==> src/rtl/prio_enc_pkg.sv <==
// Shared constants and helpers for the prio_event_encoder block and its sub-modules.
package prio_enc_pkg;

  localparam int PRIO_MSB_FIRST = 0;
  localparam int PRIO_LSB_FIRST = 1;

  localparam int PRIO_WIDTH_MIN = 2;
  localparam int PRIO_WIDTH_MAX = 64;

  function automatic int clog2(input int value);
    int result;
    result = 0;
    while ((1 << result) < value) begin
      result++;
    end
    return result;
  endfunction

endpackage

==> src/rtl/prio_enc_comb.sv <==
// Purely combinational priority encoder; LSB_HIGH selects whether the lowest or highest set bit wins.
module prio_enc_comb
  import prio_enc_pkg::*;
#(
  parameter  int WIDTH    = 8,
  parameter  int LSB_HIGH = PRIO_MSB_FIRST,
  localparam int IDX_W    = clog2(WIDTH)
) (
  input  logic [WIDTH-1:0] vec_i,
  output logic [IDX_W-1:0] idx_o,
  output logic             any_o
);

  // Later loop iterations override earlier ones, so the scan order puts the winner last.
  always_comb begin
    idx_o = '0;
    for (int i = 0; i < WIDTH; i++) begin
      if (LSB_HIGH == PRIO_LSB_FIRST) begin
        if (vec_i[WIDTH-1-i]) idx_o = IDX_W'(WIDTH - 1 - i);
      end else begin
        if (vec_i[i]) idx_o = IDX_W'(i);
      end
    end
  end

  assign any_o = |vec_i;

endmodule

==> src/rtl/prio_event_encoder.sv <==
// Sticky event capture with registered priority index, ack-driven service and overflow flag.
// Optional mask port enabled by defining PRIO_EVENT_ENCODER_MASK_EN.
module prio_event_encoder
  import prio_enc_pkg::*;
#(
  parameter  int WIDTH    = 8,
  parameter  int LSB_HIGH = PRIO_MSB_FIRST,
  localparam int IDX_W    = clog2(WIDTH)
) (
  input  logic             clk,
  input  logic             rst_n,
  input  logic [WIDTH-1:0] d,
  input  logic             ack,
  input  logic             clr,
`ifdef PRIO_EVENT_ENCODER_MASK_EN
  input  logic [WIDTH-1:0] mask,
`endif
  output logic [IDX_W-1:0] y,
  output logic             v,
  output logic [WIDTH-1:0] pend,
  output logic             ovf
);

  logic [WIDTH-1:0] pend_q, pend_d;
  logic [WIDTH-1:0] served;
  logic [WIDTH-1:0] eligible;
  logic [IDX_W-1:0] y_q, y_d;
  logic             v_q, v_d;
  logic             ovf_q, ovf_d;

  // A new pulse is ORed in after the serve clears, so a same-edge set of the served bit wins.
  always_comb begin
    served = '0;
    if (v_q && ack) served = {{(WIDTH-1){1'b0}}, 1'b1} << y_q;
    pend_d = (pend_q & ~served) | d;
    ovf_d  = ovf_q | (|(d & pend_q & ~served));
    if (clr) begin
      pend_d = '0;
      ovf_d  = 1'b0;
    end
  end

`ifdef PRIO_EVENT_ENCODER_MASK_EN
  assign eligible = pend_d & ~mask;
`else
  assign eligible = pend_d;
`endif

  prio_enc_comb #(
    .WIDTH   (WIDTH),
    .LSB_HIGH(LSB_HIGH)
  ) u_enc (
    .vec_i(eligible),
    .idx_o(y_d),
    .any_o(v_d)
  );

  always_ff @(posedge clk) begin
    if (!rst_n) begin
      pend_q <= '0;
      y_q    <= '0;
      v_q    <= 1'b0;
      ovf_q  <= 1'b0;
    end else begin
      pend_q <= pend_d;
      y_q    <= y_d;
      v_q    <= v_d;
      ovf_q  <= ovf_d;
    end
  end

  assign y    = y_q;
  assign v    = v_q;
  assign pend = pend_q;
  assign ovf  = ovf_q;

endmodule

==> config.mk <==
export PLATFORM = sky130hd
export DESIGN_NAME = prio_event_encoder
export DESIGN_NICKNAME = d
export VERILOG_FILES = /design/src/rtl/prio_enc_pkg.sv /design/src/rtl/prio_enc_comb.sv /design/src/rtl/prio_event_encoder.sv
export SDC_FILE = /design/constraint.sdc
export NUM_CORES = 1
export LEC_CHECK = 0
export CAP_MARGIN = 20
export CORE_MARGIN = 2
export CORE_UTILIZATION = 42
export DETAILED_ROUTE_END_ITERATION = 10
export HOLD_SLACK_MARGIN = 0.15
export PLACE_DENSITY = 0.78
export SYNTH_ARGS = -nofsm -noshare
export SYNTH_HDL_FRONTEND = slang
export SYNTH_SLANG_ARGS = --single-unit
export TNS_END_PERCENT = 10
==> constraint.sdc <==
create_clock -name clk -period 1.86 [get_ports clk]
set_input_delay 0.279 -clock clk [delete_from_list [all_inputs] [get_ports clk]]
set_output_delay 0.279 -clock clk [all_outputs]
set_load 0.01 [all_outputs]
==> results of run 1 <==
[report_power, final]
part,switching (mW),internal (mW),total (mW)
Sequential,0.0194,0.294,0.313
Combinational,0.0648,0.0823,0.147
Clock,0.0928,0.0833,0.176
Total,0.177,0.459,0.636
[synthesized netlist by cell type (all sizes together), types with 2 or more instances]
| library cell | number |
|---|---|
| a31oi | 6 |
| a21o | 2 |
| a21oi | 10 |
| inv | 4 |
| and2 | 2 |
| nor4 | 2 |
| and3b | 2 |
| nand2 | 8 |
| nor2 | 16 |
| dfxtp | 13 |
| a41oi | 2 |
| buf | 4 |
| nor3b | 2 |
[cell type report]
class / instances / share of cell area, %
Multi-Input combinational cell: 64 / 38.98
Timing Repair Buffer: 29 / 28.28
Clock buffer: 4 / 2.675
Sequential cell: 13 / 26.50
Tap cell: 16 / 2.038
Inverter: 4 / 1.529
[placed cells by master (no fill, tap or decap), drive strengths merged, types with 4 or more instances in the layout]
cell	netlist	layout
nand2	8	8
clkbuf	1	4
inv	4	4
clkdlybuf4s50	0	24
dfxtp	13	13
nor2	16	16
buf	4	5
a21oi	10	10
a31oi	6	6
[metrics by stage]
step / TNS, ps / hold WS [ps] / power [mW] / utilization, % / instance area [um2]
3_3_place_gp: -3.363 / 538.1 / 0.4619 / 62.73 / 955.9
5_1_grt: 0 / 610.1 / 0.6676 / 64.45 / 982.2
4_1_cts: 0 / 568.2 / 0.6408 / 64.45 / 982.2
6_report: 0 / 589.4 / 0.6363 / 64.45 / 982.2
2_1_floorplan: 0 / 407.1 / 0.3902 / - / 695.7
3_5_place_dp: -36.26 / 549.5 / 0.4643 / 62.73 / 955.9
[layer usage]
metal	vias to the layer above	routed length [um]	track usage (%)
met5	-	0	0
met4	0	35	9.091
met3	5	109	3.600
met2	31	853	33.91
met1	338	798	25.44
li1	365	-	-
[flip-flops by register name (all words and copies together), names as in the netlist]
name	flops
y	3
v	1
pend	8
ovf	1
[worst paths after layout]
kind / endpoint / depth (start not counted)
setup reg to reg: v / 4
hold reg to reg: pend[0] / 2
hold / removal: pend[0] / 2
setup / recovery: y[0] / 1
[logic make-up after synthesis]
family / after synthesis / share of synthesized area, %
AOI/OAI and AO/OA: 27 / 28.24
and+or+nand+nor: 37 / 26.80
DFF: 13 / 37.41
buffers and inverters: 9 / 7.552
==> impl_metrics.py, run 1 <==
metrics = {
    "run_status": {
        "outcome": "completed",
    },
    "die": {
        "die_area_um2": 1998,
        "io-pin-count": 25,
        "core_um2": 1524,
        "initial_utilization_pct": 45.65,
        "dieWidth_um": 44.70,
        "dieHeight_um": 44.70,
        "placement_rows": 14,
    },
    "place": {
        "dp_hpwl_mm": 1.336,
        "io_buffer_count": 24,
        "gp_congestion": 0.9107,
        "placedCellCount": 126,
        "dpl_worst_slack_ps": -36.26,
    },
    "logic_synthesis": {
        "syn-mean-instance-area_um2": 8.089,
        "synthesis.yosys.warnings": 0,
        "netlist_area_pre_place_um2": 695.7,
        "yosys_register_bits": 13,
        "yosys.area.top_type": "sky130_fd_sc_hd__dfxtp_1",
        "post_synth_inst_count": 86,
        "seq_area_frac_synth_pct": 37.41,
        "postSynthNetCount": 98,
        "synth_edf_count": 0,
        "synth.distinct_cells": 30,
        "async_flop_share_pct": 0,
        "yosysTopAreaCellShare_pct": 37.41,
        "top_area_cells_in_the_synthesized_netlist": "sky130_fd_sc_hd__dfxtp_1, sky130_fd_sc_hd__nor2_1, sky130_fd_sc_hd__a21oi_1",
        "postSynth.topFlopCell": "sky130_fd_sc_hd__dfxtp_1",
    },
    "timing": {
        "worstMarginPinSlew_ps": 448.0,
        "rsz0062_at_grt": "false",
        "finalHoldViolations": 0,
        "count_of_final_setup_violators": 0,
        "final.setup_skew_ps": 3.633,
        "timing_max_transition_violations_final": 0,
        "fin_crit_sh_pct": 96.00,
        "min_period_ps": 1786,
        "finalWorstSetupSlack_ps": 74.47,
        "achievable-frequency_mhz": 560.1,
        "relSlewSlack_pct": 70.09,
    },
    "critical_path": {
        "crit-reg2reg-launch": "y[2]",
        "arrival_ps": 1510,
        "cp_cell_sequence": "clkdlybuf4s50_1",
        "timing_worst_setup_path_type": "reg -> out",
        "path_buf_inv": 1,
        "endpoint_kind": "primary output",
        "critical-path-max-stage-delay_ps": 620,
        "worst_path_max_delay_cell": "sky130_fd_sc_hd__clkdlybuf4s50_1",
        "crit_path_max_fanout": 12,
        "start_kind": "register",
        "critical_path.startpoint": "y[0]",
        "crit_required_ps": 1580,
        "ff2ff_setup_slack_ps": 160,
        "timing.critical_path.max_delay_family": "buffers and inverters",
    },
    "power": {
        "powerDensity_nw_per_um2": 647.8,
        "max-vdd-ir-drop_mv": 0.4288,
        "leakage_nw": 0.4154,
    },
    "clock_tree": {
        "worst_setup_hold_path_clk_slew_ps": 80,
        "clock_tree.buffer_depth": 2,
        "cts_tree": "done",
        "postCtsSetupBuffers": 0,
        "later_pin_clock_latency_in_the_skew_report_ps": 280,
        "cts-root-buf": "sky130_fd_sc_hd__clkbuf_4",
        "cts_hold_buffers": 0,
        "clock_sink_count": 13,
        "ctsHtreeMaxLevel": 1,
        "cts_buffers": 3,
        "cts.repair.resized": 0,
    },
    "route": {
        "drt-total-wl_mm": 1.797,
        "detail_route.iter0.violations": 23,
        "drt_pre_antenna_iters": 5,
        "vias": 739,
        "route.detailed.vias_per_inst": 5.685,
        "ant_nets": 0,
        "routedWlPerCell_um": 13.82,
        "drcViolationCount": 0,
    },
    "global_routing": {
        "grtUsageTotal_pct": 20.32,
        "grt_overflow": 0,
        "grt_antenna_before_repair": 0,
        "grt_pass1_vias": 673,
        "grt_pass1_wl_mm": 2.918,
        "grt_max_degree": 13,
    },
    "min_path": {
        "hold_path.startpoint": "pend[0]",
        "min-delay-path-class": "reg -> reg",
    },
    "finish": {
        "antenna_cells": 0,
        "nNetsFinal": 127,
        "multi_input_area_um2": 382.9,
        "sequential_cell_area_um2": 260.3,
        "layout_area_overhead_pct": 41.19,
        "layout_cell_share_with_drive_strength_beyond_1_pct": 11.40,
        "fillerInstances": 129,
        "fin_cells": 130,
    },
    "flow_run": {
        "max-cap-violations": 0,
    },
}
No activity file was read; power rests on OpenSTA's default activity.
==> inputs of run 2 (changes only) <==
- PLACE_DENSITY: 0.78 -> 0.81
==> run 2 against run 1 <==
Net effect: setup slack better by 20 ps; first-iteration DRC count increased by 4.3%; die area is the same; sequential power is essentially flat; via count grew 2.2%; maximum frequency grew 1.1%; final cell count up 1.5%; sequential share of layout area is 0.40 points lower; clock skew is 0.59 ps lower; non-clock buffer count is 2 higher; highest routed layer unchanged.
==> impl_metrics.py, run 2 (synthesis results as in run 1) <==
metrics = {
    "run_status": {
        "outcome": "completed",
    },
    "clock_tree": {
        "worst_setup_hold_path_clk_slew_ps": 80,
        "postCtsSetupBuffers": 0,
        "later_pin_clock_latency_in_the_skew_report_ps": 290,
        "cts.repair.resized": 0,
        "cts_hold_buffers": 0,
        "ctsHtreeMaxLevel": 1,
        "cts-root-buf": "sky130_fd_sc_hd__clkbuf_4",
        "clock_sink_count": 13,
        "clock_tree.buffer_depth": 2,
        "cts_tree": "done",
        "cts_buffers": 3,
    },
    "critical_path": {
        "start_kind": "register",
        "crit_path_max_fanout": 12,
        "critical-path-max-stage-delay_ps": 620,
        "timing.critical_path.max_delay_family": "buffers and inverters",
        "crit_required_ps": 1580,
        "path_buf_inv": 1,
        "endpoint_kind": "primary output",
        "arrival_ps": 1490,
        "timing_worst_setup_path_type": "reg -> out",
        "cp_cell_sequence": "clkdlybuf4s50_1",
        "worst_path_max_delay_cell": "sky130_fd_sc_hd__clkdlybuf4s50_1",
    },
    "global_routing": {
        "grt_pass1_vias": 668,
        "grt_overflow": 0,
        "grt_antenna_before_repair": 0,
        "grtUsageTotal_pct": 19.82,
        "grt_max_degree": 13,
        "grt_pass1_wl_mm": 2.822,
    },
    "timing": {
        "worstMarginPinSlew_ps": 420.3,
        "finalHoldViolations": 0,
        "count_of_final_setup_violators": 0,
        "rsz0062_at_grt": "false",
        "min_period_ps": 1765,
        "hold-worst-slack_ps": 559.0,
        "finalWorstSetupSlack_ps": 94.61,
        "achievable-frequency_mhz": 566.4,
        "relSlewSlack_pct": 71.94,
        "timing_max_transition_violations_final": 0,
        "fin_crit_sh_pct": 94.91,
        "timing.setup.tns_ps": 0,
        "final.setup_skew_ps": 3.038,
    },
    "finish": {
        "layout.cells.most_common": "sky130_fd_sc_hd__clkdlybuf4s50_1",
        "nNetsFinal": 129,
        "fin_cells": 132,
        "finalCoreUtilization_pct": 65.44,
        "layout_area_overhead_pct": 43.35,
        "multi_input_area_um2": 382.9,
        "sequential_cell_area_um2": 260.3,
        "most-common-layout-cells": "sky130_fd_sc_hd__clkdlybuf4s50_1, sky130_fd_sc_hd__nor2_1, sky130_fd_sc_hd__dfxtp_1",
        "antenna_cells": 0,
        "largest_register_ffs": 8,
        "fillerInstances": 139,
        "layout_cell_share_with_drive_strength_beyond_1_pct": 12.93,
        "postLayoutCellArea_um2": 997.2,
    },
    "die": {
        "initial_utilization_pct": 45.65,
        "dieWidth_um": 44.70,
        "io-pin-count": 25,
        "dieHeight_um": 44.70,
        "placement_rows": 14,
        "die_area_um2": 1998,
        "core_um2": 1524,
    },
    "min_path": {
        "min-delay-path-class": "reg -> reg",
    },
    "route": {
        "ant_nets": 0,
        "routedWlPerCell_um": 13.58,
        "route.detailed.vias_per_inst": 5.720,
        "drt-total-wl_mm": 1.792,
        "drcViolationCount": 0,
        "drt_pre_antenna_iters": 4,
        "detail_route.iter0.violations": 24,
        "vias": 755,
    },
    "place": {
        "dpl_worst_slack_ps": -32.50,
        "gp_congestion": 0.8772,
        "placedCellCount": 128,
        "placed_cell_area_um2": 970.9,
        "dp_hpwl_mm": 1.304,
        "io_buffer_count": 24,
    },
    "power": {
        "powerDensity_nw_per_um2": 651.0,
        "post_layout_power_mw": 0.6492,
        "leakage_nw": 0.4250,
        "max-vdd-ir-drop_mv": 0.5306,
    },
    "flow_run": {
        "max-cap-violations": 0,
    },
}
-- run 2: cell type report --
class	count	area share, %
Clock buffer	4	2.635
Sequential cell	13	26.10
Multi-Input combinational cell	64	38.39
Timing Repair Buffer	31	29.36
Tap cell	16	2.008
Inverter	4	1.506
-- run 2: final timing paths --
kind / startpoint / endpoint / slack (ps) / cells after the start
worst min register to register: pend[0] / pend[0] / 560 / 2
worst max register to register: y[2] / y[0] / 250 / 4
worst max-delay path: y[0] / y[0] / 90 / 1
worst min-delay path: pend[0] / pend[0] / 560 / 2
-- run 2: tightest hold or removal path: stages, from the launching register on --
cell and delay, ps:
sky130_fd_sc_hd__dfxtp_1 360, sky130_fd_sc_hd__a21oi_1 100, sky130_fd_sc_hd__nor2_1 70
-- run 2: report_power, final --
group / leakage, nW / internal (mW) / switching [mW] / total (mW)
Sequential: 0.107 / 0.294 / 0.0181 / 0.312
Clock: 0.0150 / 0.0835 / 0.102 / 0.186
Combinational: 0.303 / 0.0857 / 0.0657 / 0.151
Total: 0.425 / 0.463 / 0.186 / 0.649
-- run 2: routing by layer --
| metal | vias to the layer above | part of all wire (%) | track usage, % |
|---|---|---|---|
| li1 | 364 | - | - |
| met1 | 355 | 41 | 23.69 |
| met2 | 30 | 49 | 33.04 |
| met3 | 6 | 7.3 | 6.400 |
| met4 | 0 | 2.1 | 7.273 |
| met5 | - | 0 | 0 |
==> inputs of run 3 (changes only) <==
--- a/config.mk
+++ b/config.mk
@@ -12,3 +12,3 @@
 export HOLD_SLACK_MARGIN = 0.15
-export PLACE_DENSITY = 0.81
+export PLACE_DENSITY = 0.87
 export SYNTH_ARGS = -nofsm -noshare
--- a/constraint.sdc
+++ b/constraint.sdc
@@ -3,2 +3,2 @@
 set_output_delay 0.279 -clock clk [all_outputs]
-set_load 0.01 [all_outputs]
+set_load 0.1 [all_outputs]
==> run 3 against run 2 <==
Net effect: design area decreased by 1.8%; final cell count down 1.5%; setup slack improved by 100 ps; die area is the same; wire length shrank 3.2%; utilization is 1.1 points lower; sequential share of layout area rose by 0.98 points; clock skew decreased by 1.8 ps; first-iteration DRC count fell by 29%; hold slack better by 26 ps; count of clock-buffer cells in the layout unchanged.
==> impl_metrics.py, run 3 (synthesis results as in run 1) <==
metrics = {
    "run_status": {
        "outcome": "completed",
    },
    "finish": {
        "most-common-layout-cells": "sky130_fd_sc_hd__nor2_1, sky130_fd_sc_hd__buf_4, sky130_fd_sc_hd__clkdlybuf4s50_1",
        "layout_cell_share_with_drive_strength_beyond_1_pct": 26.32,
        "fillerInstances": 136,
        "largest_register_ffs": 8,
        "nNetsFinal": 127,
        "layout_area_overhead_pct": 40.83,
        "antenna_cells": 0,
        "finalCoreUtilization_pct": 64.29,
    },
    "critical_path": {
        "timing_worst_setup_path_type": "in -> reg",
        "worst_path_max_delay_cell": "sky130_fd_sc_hd__clkdlybuf4s50_1",
        "ff2ff_setup_slack_ps": 320,
        "r2r-end": "y[0]",
        "arrival_ps": 1810,
        "cp_cell_sequence": "clkdlybuf4s50_1 -> and3_1 -> a21oi_1 -> nor4_1 -> a41oi_1",
        "critical_path.startpoint": "ack",
        "crit-reg2reg-launch": "y[2]",
        "endpoint_kind": "register",
        "crit_path_max_fanout": 8,
        "crit_required_ps": 2000,
        "start_kind": "primary input",
        "reg2regPathDepth": 4,
        "critical-path-max-stage-delay_ps": 470,
    },
    "global_routing": {
        "grt_overflow": 0,
        "grt_pass1_vias": 712,
        "grt_pass1_wl_mm": 2.829,
        "grt_max_degree": 13,
        "grt_antenna_before_repair": 0,
        "grtUsageTotal_pct": 18.92,
    },
    "clock_tree": {
        "clock_sink_count": 13,
        "clock_tree.buffer_depth": 2,
        "cts_buffers": 3,
        "later_pin_clock_latency_in_the_skew_report_ps": 270,
        "worst_setup_hold_path_clk_slew_ps": 80,
        "cts_tree": "done",
        "cts-root-buf": "sky130_fd_sc_hd__clkbuf_4",
        "postCtsSetupBuffers": 0,
        "ctsHtreeMaxLevel": 1,
        "cts.repair.resized": 0,
        "cts_hold_buffers": 0,
    },
    "power": {
        "sw_pwr_mw": 0.2817,
        "power.sequential.fraction_pct": 42.5,
        "swShare_pct": 37.87,
        "powerDensity_nw_per_um2": 759.2,
        "cell_internal_pwr_mw": 0.4621,
        "comb_power_share_pct": 34.0,
        "leakage_nw": 0.4454,
        "max-vdd-ir-drop_mv": 0.4315,
        "clock_power_share_pct": 23.4,
    },
    "timing": {
        "fin_crit_sh_pct": 89.41,
        "rsz0062_at_grt": "false",
        "relSlewSlack_pct": 75.55,
        "min_period_ps": 1663,
        "timing.setup.tns_ps": 0,
        "timing_max_transition_violations_final": 0,
        "final.setup_skew_ps": 1.227,
        "achievable-frequency_mhz": 601.3,
        "worstMarginPinSlew_ps": 363.4,
        "hold-worst-slack_ps": 585.4,
        "finalHoldViolations": 0,
        "count_of_final_setup_violators": 0,
    },
    "route": {
        "drt_pre_antenna_iters": 4,
        "ant_nets": 0,
        "drcViolationCount": 0,
        "routedWlPerCell_um": 13.35,
        "drt-total-wl_mm": 1.735,
        "vias": 754,
        "detail_route.iter0.violations": 17,
        "route.detailed.vias_per_inst": 5.800,
    },
    "min_path": {
        "hold_depth": 2,
        "min-delay-path-class": "reg -> reg",
        "hold_path.startpoint": "ovf",
        "hold-path-endpoint": "ovf",
    },
    "flow_run": {
        "max-cap-violations": 0,
    },
    "place": {
        "io_buffer_count": 24,
        "dp_hpwl_mm": 1.312,
        "gp_congestion": 0.9221,
    },
    "die": {
        "initial_utilization_pct": 45.65,
        "placement_rows": 14,
        "core_um2": 1524,
        "die_area_um2": 1998,
        "dieWidth_um": 44.70,
        "io-pin-count": 25,
        "dieHeight_um": 44.70,
    },
}
## run 3: critical path, delay by kind of cell
kind            cells  cell delay [ps]
compound gates      2              300
buf+inv             1              470
simple gates        2              750
## run 3: through the flow
step / cells / total power, mW / worst slack, ps / cell area, um2
final: 130 / 0.7438 / 197.0 / 979.7
after global routing: 130 / 0.7771 / 72.90 / 979.7
after CTS: 130 / 0.7493 / 191.2 / 979.7
after detailed placement: 126 / 0.5736 / -101.2 / 953.4
after global placement: 126 / 0.5710 / -0.7082 / 953.4
after floorplan: 86 / 0.4960 / 56.69 / 700.7
## run 3: power by group through the flow
stage | clock network [mW] | registers [mW] | logic (mW)
floorplan | 0 | 0.423 | 0.0731
global placement | 0 | 0.321 | 0.250
detailed placement | 0 | 0.322 | 0.252
CTS | 0.182 | 0.315 | 0.252
global route | 0.193 | 0.318 | 0.266
finish | 0.174 | 0.316 | 0.253
## run 3: final cells by class
class	count	area, um2	area share [%]
Sequential cell	13	265.3	27.08
Inverter	4	15.01	1.533
Timing Repair Buffer	29	270.3	27.59
Multi-Input combinational cell	64	382.9	39.08
Clock buffer	4	26.28	2.682
Tap cell	16	20.02	2.043
## run 3: how the worst max path moves through the flow
stage / endpoint / slack (ps)
global route: v / 70
detailed placement: v / -100
CTS: v / 190
floorplan: y[0] / 60
finish: v / 200
global placement: v / -0.7
## run 3: metal layers
metal  vias to the layer above  part of all wire (%)  global-route usage, %
li1                        368                     -                      -
met1                       343                    44                  20.74
met2                        43                    47                  34.49
met3                         0                   8.7                  4.800
met4                         0                     0                  7.273
met5                         -                     0                      0
